$ cat config.mk
export PLATFORM = sky130hd
export DESIGN_NAME = scan_chain_responder
export DESIGN_NICKNAME = d
export VERILOG_FILES = /design/src/rtl/scan_chain_responder.sv
export SDC_FILE = /design/constraint.sdc
export NUM_CORES = 1
export LEC_CHECK = 0
export ABC_AREA = 1
export CORE_ASPECT_RATIO = 1.4
export CORE_MARGIN = 2
export CORE_UTILIZATION = 35
export CTS_BUF_LIST = sky130_fd_sc_hd__clkbuf_8
export DETAILED_ROUTE_END_ITERATION = 7
export PLACE_DENSITY_LB_ADDON = 0.3
export SLEW_MARGIN = 25
export SYNTH_ARGS = -nofsm -noshare
export SYNTH_HDL_FRONTEND = slang
export SYNTH_SLANG_ARGS = --single-unit
$ cat constraint.sdc
create_clock -name clk -period 3.6 [get_ports clk]
set_input_delay 0.9 -clock clk [delete_from_list [all_inputs] [get_ports clk]]
set_output_delay 0.9 -clock clk [all_outputs]
set_load 0.01 [all_outputs]
$ cat src/rtl/scan_chain_responder.sv
// Scan-chain responder: an L-bit shift register that, on leaving shift mode,
// applies one XOR-folding capture and keeps capture/shift bookkeeping.
module scan_chain_responder #(
   parameter int unsigned SCAN_CHAIN_LENGTH = 263,
   parameter int unsigned CAPTURE_TAP       = 7
) (
   input  logic        clk,
   input  logic        rst,
   input  logic        cut_scanmode,
   input  logic        cut_sdi,
   output logic        cut_sdo,
   output logic [15:0] capture_count,
   output logic [8:0]  shift_count,
   output logic        shift_len_err,
   output logic [1:0]  resp_state
);

   localparam int unsigned L = SCAN_CHAIN_LENGTH;

   typedef enum logic [1:0] {
      StIdle  = 2'b00,
      StShift = 2'b01,
      StCapt  = 2'b10,
      StHold  = 2'b11
   } state_e;

   state_e         state_q, state_d;
   logic [L-1:0]   chain_q, chain_d;
   logic [L-1:0]   capture_val;
   logic [15:0]    capture_count_q, capture_count_d;
   logic [8:0]     shift_count_q, shift_count_d;
   logic           shift_len_err_q, shift_len_err_d;

   // Capture function: every bit folds in its next neighbour and the tap bit (pre-edge values).
   always_comb begin
      capture_val = '0;
      for (int unsigned i = 0; i < L; i++) begin
         capture_val[i] = chain_q[i] ^ chain_q[(i + 1) % L] ^ chain_q[(i + CAPTURE_TAP) % L];
      end
   end

   // Next-state: shift has priority in every state; capture only on SHIFT -> scanmode low.
   always_comb begin
      state_d         = state_q;
      chain_d         = chain_q;
      capture_count_d = capture_count_q;
      shift_count_d   = shift_count_q;
      shift_len_err_d = shift_len_err_q;
      if (cut_scanmode) begin
         chain_d       = {chain_q[L-2:0], cut_sdi};
         shift_count_d = (shift_count_q == 9'd511) ? shift_count_q : shift_count_q + 9'd1;
         state_d       = StShift;
      end else begin
         unique case (state_q)
            StShift: begin
               chain_d         = capture_val;
               capture_count_d = capture_count_q + 16'd1;
               if (shift_count_q != 9'(L)) begin
                  shift_len_err_d = 1'b1;
               end
               shift_count_d   = '0;
               state_d         = StCapt;
            end
            StCapt:  state_d = StHold;
            StHold:  state_d = StHold;
            default: state_d = StIdle;
         endcase
      end
   end

   // State registers with asynchronous active-low clear.
   always_ff @(posedge clk or negedge rst) begin
      if (!rst) begin
         state_q         <= StIdle;
         chain_q         <= '0;
         capture_count_q <= '0;
         shift_count_q   <= '0;
         shift_len_err_q <= 1'b0;
      end else begin
         state_q         <= state_d;
         chain_q         <= chain_d;
         capture_count_q <= capture_count_d;
         shift_count_q   <= shift_count_d;
         shift_len_err_q <= shift_len_err_d;
      end
   end

   assign cut_sdo       = chain_q[L-1];
   assign capture_count = capture_count_q;
   assign shift_count   = shift_count_q;
   assign shift_len_err = shift_len_err_q;
   assign resp_state    = state_q;

endmodule

==> impl_results.md, run 1 <==
* CTS tree: done
* First-pass detailed-route iteration total at 6
* Clock sink count at 291
* FP Rows at 102
* Leak pwr at 0.0105 uW
* Antenna violations before repair at 1
* Worst Skew at 42.7 ps
* Detailed Route WL at 52.3 mm
* Routed vias at 18.8k
* Largest delay share family, worst path: buffers and inverters
* Register area at 0.00728 mm2
* Synthesized Nets at 2874
* Post-route ant nets at 0
* WS Path Type: register to primary output
* Post-synth design cell area at 0.0194 mm2
* Routability cong. at 0.819
* Fin. Hold Viols at 0
* Slew of the pin with the lowest slew margin at 1110 ps
* Clock-pin slew on the worst setup and hold paths at 60 ps
* CP Buf/Inv Count at 1
* Gr ovfl total at 0
* Clock Tree Buf Depth at 3
* YS warnings at 0
* Worst EP arrival at 1690 ps
* Final slew viol count at 0
* CP max FO at 5
* First-pass GRT wire length at 90.3 mm
* Period Utilization, post-route at 71.8%
* DRC at 0
* F_max at 387 MHz
* Vias/cell at 5.15
* Total CTS buffers at 52
* HP Class: input pin to async pin
* Buffers added on ports at 32
* Status: finished clean
* Slowest cell on the critical path: clkdlybuf4s50_1
* Slew headroom at 26.2%
* PD cells at 770 mW/mm2
* Area occupied by multi-input gates at 0.0105 mm2
* Maximum vdd drop at 359 uV
* Die H at 282 um
* Post-DP HPWL at 34.5 mm
* Worst Setup End Kind: primary output
* Final layout net count at 2893
* Setup bufs post-CTS at 0
* Layout cells sized above 1 at 5.98%
* Initial drt markers at 1183
* Htree depth at 2
* Post-CTS Resized at 0
* Synthesized instance count at 2867
* Maxcap violations at 0
* Starting Density at 35.2%
* Area grow syn2layout at 11.0%
* Hold-fix buffers at CTS at 0
* Tot GR Track Use at 18.4%
* Full die area at 0.0572 mm2
* RSZ-0062 raised after global routing: false
* Crit path launch type: register
* Fillers at 5818
* # IOs at 33
* PnR worst setup slack at 1010 ps
* Die width at 203 um
* Critical-path cell list: clkdlybuf4s50_1
* Post-synth cell types at 28
* Flop pwr share at 36.8%
* Pin count of the biggest net entering global routing at 207
* Per-cell routed wire length at 14.3 um
* Combinational power share at 43.5%
* Root buf cell: clkbuf_8
* Mean post-synth cell area at 6.75 um2
* FF+latch count, synth at 291
* Sw power at 7570 uW
* Clk_lat worst skew at 630 ps
* Crit path time final at 2590 ps
* Dpl ws at 999 ps
* CP peak stage delay at 610 ps
* Setup Viol. Count Final at 0
* Net Sw Frac at 45.7%
* Min Hold Slack at 261 ps
* P_int at 8990 uW
* Clock group share of total power at 19.8%
* Number of global-route vias before repair at 18.8k
* Core area at 0.0550 mm2
* Seq/Total Area, Yosys at 37.6%
* Setup TNS at 0 ps
* Required time worst endpoint at 2700 ps
cells in the mapped netlist:
library cell	instances	area [um2]
o21ai_0	10	50.1
o211ai_2	70	876
nand2_2	1	6.26
dfrtp_1	291	7280
clkbuf_1	23	86.3
buf_1	3	11.3
nor2_1	15	56.3
nand3b_1	4	30.0
buf_6	9	101
nand4_1	9	56.3
nor3_2	1	10.0
xnor2_1	16	140
o21ai_2	1	8.76
o211ai_1	180	1350
inv_1	298	1120
inv_2	2	7.51
buf_2	36	180
a21oi_1	3	15.0
xor2_1	16	140
ha_1	3	37.5
o22ai_1	12	75.1
a21o_1	1	7.51
nor3_1	1	5.00
nand2_1	1324	4970
nand3_1	517	2590
nor2_2	3	18.8
buf_4	17	128
o21ai_1	1	5.00
path summary, 6_finish.rpt:
path | start | to | slack, ps | depth (start not counted)
worst max register to register | shift_count[0] | shift_count[2] | 1550 | 10
worst min register to register | shift_len_err | shift_len_err | 470 | 1
min in group clk | shift_len_err | shift_len_err | 470 | 1
max in group asynchronous | rst | chain_q[88] | 2450 | 2
worst max-delay path | chain_q[262] | cut_sdo | 1010 | 1
worst min-delay path | rst | chain_q[161] | 260 | 1
final cells by class:
type,count,share of cell area (%)
Timing Repair Buffer,53,2.96
Tap cell,728,4.24
Multi-Input combinational cell,2188,48.6
Antenna cell,1,0.0116
Sequential cell,291,33.9
Clock buffer,69,4.42
Clock inverter,23,0.576
Inverter,300,5.27
sequential cells by signal, indices dropped and copies added (netlist names):
name / flops
chain_q: 263
capture_count: 16
shift_count: 9
resp_state: 2
shift_len_err: 1
power by group through the flow:
stage	combinational, uW	clock [uW]	sequential (uW)
4_1_cts	7260	3380	6100
3_5_place_dp	7230	0	6130
6_report	7190	3270	6090
3_3_place_gp	7150	0	6180
2_1_floorplan	5900	0	5560
5_1_grt	8390	3510	6310
metal layers:
metal / part of all wire (%) / vias up / track usage [%]
li1: - / 9451 / -
met1: 43 / 9060 / 21.7
met2: 52 / 236 / 34.9
met3: 2.6 / 75 / 2.19
met4: 2.0 / 0 / 5.33
met5: 0 / - / 0
metrics by stage:
stage | instances | util, % | cell area, um2 | power, uW
after floorplan | 2867 | - | 19400 | 11500
final | 3653 | 39.1 | 21500 | 16600
after CTS | 3652 | 39.1 | 21500 | 16700
after global placement | 3560 | 37.1 | 20400 | 13300
after detailed placement | 3560 | 37.1 | 20400 | 13400
after global routing | 3653 | 39.1 | 21500 | 18200
cells in the final DEF (no fill, tap or decap), drive strengths merged:
master | Yosys | layout
clkinv | 0 | 3
a21o | 1 | 1
clkdlybuf4s50 | 0 | 30
buf | 65 | 22
dfrtp | 291 | 291
o22ai | 12 | 12
xnor2 | 16 | 16
nand3b | 4 | 4
clkbuf | 23 | 70
a21oi | 3 | 3
diode | 0 | 1
nand4 | 9 | 9
ha | 3 | 3
nor2 | 18 | 18
o211ai | 250 | 250
o21ai | 12 | 12
nand3 | 517 | 517
inv | 300 | 319
xor2 | 16 | 16
nand2 | 1325 | 1325
nor3 | 2 | 2
bufinv | 0 | 1
logic make-up after synthesis:
group	Yosys count	synth area share, %
buffers and inverters	388	8.43
AOI/OAI and AO/OA	278	12.3
xor gates and xnor gates	32	1.45
DFF	291	37.6
adders and majority gates	3	0.194
and+or+nand+nor	1875	40.0
No activity file was read; power rests on OpenSTA's default activity.
==> run 2, diff against run 1 <==
clock period = 2.15 ns   (was 3.6 ns; I/O delays follow)
==> run 2 against run 1 <==
  * Register-to-register slack got worse by 1300 ps
  * Highest routed layer unchanged
  * Critical endpoint is now shift_count[7]
  * Via count increased by 0.84%
  * Total power increased by 68%
  * Die area unchanged
  * Worst hold slack got worse by 130 ps
  * Sequential share of layout area decreased by 0.67 points
  * Largest cell class unchanged
  * Critical path depth unchanged
  * Clock skew decreased by 23 ps
==> impl_results.md, run 2 (synthesized netlist as in run 1, its figures left out) <==
* Status: finished clean (unchanged)
* Gr ovfl total at 0 (unchanged)
* Post-route ant nets at 0 (unchanged)
* Fin. Hold Viols at 0 (unchanged)
* HP Class: input pin to register (was input pin to async pin)
* Period Utilization, post-route at 97.7%
* Tot GR Track Use at 18.5% (was 18.4%)
* WS Path Type: register to primary output (unchanged)
* Maximum vdd drop at 732 uV (was 359 uV)
* Routed vias at 19.0k (was 18.8k)
* Commonest non-fill, non-tap cells in the layout: nand2_1 (1324), nand3_1 (517), inv_1 (318), dfrtp_1 (286), o211ai_1 (180) (was nand2_1 (1324), nand3_1 (517), inv_1 (316), dfrtp_1 (291), o211ai_1 (180))
* Leak pwr at 0.0109 uW (was 0.0105 uW)
* Die H at 282 um (unchanged)
* Crit path time final at 2100 ps
* Largest delay share family, worst path: buffers and inverters (unchanged)
* Clock Tree Buf Depth at 3 (unchanged)
* Total CTS buffers at 54 (was 52)
* Required time worst endpoint at 1610 ps (was 2700 ps)
* Setup TNS at 0 ps (unchanged)
* Full die area at 0.0572 mm2 (unchanged)
* Detailed Route WL at 51.9 mm (was 52.3 mm)
* Clock-pin slew on the worst setup and hold paths at 60 ps (about the same)
* Slew of the pin with the lowest slew margin at 716 ps (was 1110 ps)
* CP Buf/Inv Count at 1 (unchanged)
* Largest register by flop count: chain_q (unchanged)
* Per-cell routed wire length at 14.1 um (was 14.3 um)
* CTS tree: done (unchanged)
* Buffers added on ports at 32 (unchanged)
* CP max FO at 2 (was 5)
* Number of global-route vias before repair at 18.8k (about the same)
* DP Area at 0.0207 mm2 (was 0.0204 mm2)
* Final layout net count at 2931 (was 2893)
* Slew headroom at 52.1% (was 26.2%)
* Clock sink count at 291 (unchanged)
* Worst Skew at 19.9 ps (was 42.7 ps)
* Post-route insts no fill at 3694 (was 3653)
* FP Rows at 102 (unchanged)
* F_max at 476 MHz
* Htree depth at 2 (unchanged)
* Post-DP HPWL at 35.7 mm (was 34.5 mm)
* Routability cong. at 0.803 (was 0.819)
* PD cells at 1270 mW/mm2 (was 770 mW/mm2)
* Layout cells sized above 1 at 7.35% (was 5.98%)
* Antenna violations before repair at 1 (unchanged)
* First-pass GRT wire length at 90.5 mm (was 90.3 mm)
* Crit path launch type: register (unchanged)
* Clk_lat worst skew at 650 ps (was 630 ps)
* Worst EP arrival at 1560 ps (was 1690 ps)
* First-pass detailed-route iteration total at 6 (unchanged)
* Area grow syn2layout at 13.4% (was 11.0%)
* Commonest non-fill, non-tap cell in the layout: nand2_1 (unchanged)
* Number of cells after detailed placement at 3586 (was 3560)
* Setup Viol. Count Final at 0 (unchanged)
* Vias/cell at 5.14 (was 5.15)
* CP peak stage delay at 550 ps (was 610 ps)
* Initial drt markers at 1101 (was 1183)
* Worst Setup End Kind: primary output (unchanged)
* Design Area, Final at 0.0219 mm2 (was 0.0215 mm2)
* DRC at 0 (unchanged)
* # IOs at 33 (unchanged)
* RSZ-0062 raised after global routing: false (unchanged)
* Maxcap violations at 0 (unchanged)
* Slowest cell on the critical path: clkdlybuf4s50_1 (unchanged)
* Starting Density at 35.2% (unchanged)
* Max reg flops at 263 (unchanged)
* PnR worst setup slack at 49.1 ps (was 1010 ps)
* Pin count of the biggest net entering global routing at 83 (was 207)
* Dpl ws at 221 ps (was 999 ps)
* Final slew viol count at 0 (unchanged)
* Critical-path cell list: clkdlybuf4s50_1 (unchanged)
* Die width at 203 um (unchanged)
* Core area at 0.0550 mm2 (unchanged)
* Root buf cell: clkbuf_8 (unchanged)
[run 2: cell types whose count changed in the layout (fill, tap and decap cells not counted), sizes merged]
cell,previous run,this run
clkinvlp,0,1
clkinv,3,1
inv,319,320
clkdlybuf4s50,30,6
dlymetal6s2s,0,4
bufinv,1,0
dlygate4sd3,0,1
dlygate4sd2,0,20
buf,22,57
clkbuf,70,76
[run 2: area by class of cell]
class,instances,area [um2]
fill,5798,33100
tap,728,911
clock inverter,22,87.6
sequential,291,7290
clock buffer,75,1030
timing repair buffer,89,1030
multi-input combinational,2188,10500
antenna,1,2.50
inverter,300,1130
[run 2: where the power goes]
part,switching [uW],internal (uW),total [uW]
sequential,2740,7370,10100
combinational,7330,4820,12200
clock,2540,3060,5600
[run 2: metal layers]
metal	global-route usage, %	vias to the layer above	routed length, um
li1	-	9526	-
met1	22.2	9142	22600
met2	34.6	245	26800
met3	2.79	67	1650
met4	4.49	0	906
met5	0	-	0
[run 2: final timing paths]
path | from | depth (start not counted) | slack (ps) | end
min | cut_scanmode | 2 | 140 | resp_state[1]
max in group asynchronous | rst | 3 | 1060 | chain_q[106]
min reg2reg | shift_len_err | 1 | 470 | shift_len_err
min in group asynchronous | rst | 2 | 360 | chain_q[176]
max | shift_count[7] | 1 | 50 | shift_count[7]
max reg2reg | shift_count[0] | 11 | 240 | shift_count[6]
[run 2: repair_timing]
| action | CTS | global route |
|---|---|---|
| pin swaps | 0 | 1 |
| gates resized for setup | 25 | 5 |
| cloned | 0 | 0 |
| hold buffers | 1 | 0 |
| setup endpoints to repair | 27 | 11 |
| hold endpoints to repair | 26 | 0 |
| buffers inserted | 9 | 0 |
[run 2: stage by stage]
step	hold WS [ps]	utilization (%)	power, uW
floorplan	242	-	19200
global placement	428	37.7	22200
detailed placement	432	37.7	22400
CTS	80.0	39.9	28200
global route	108	39.9	30700
finish	135	39.9	27900
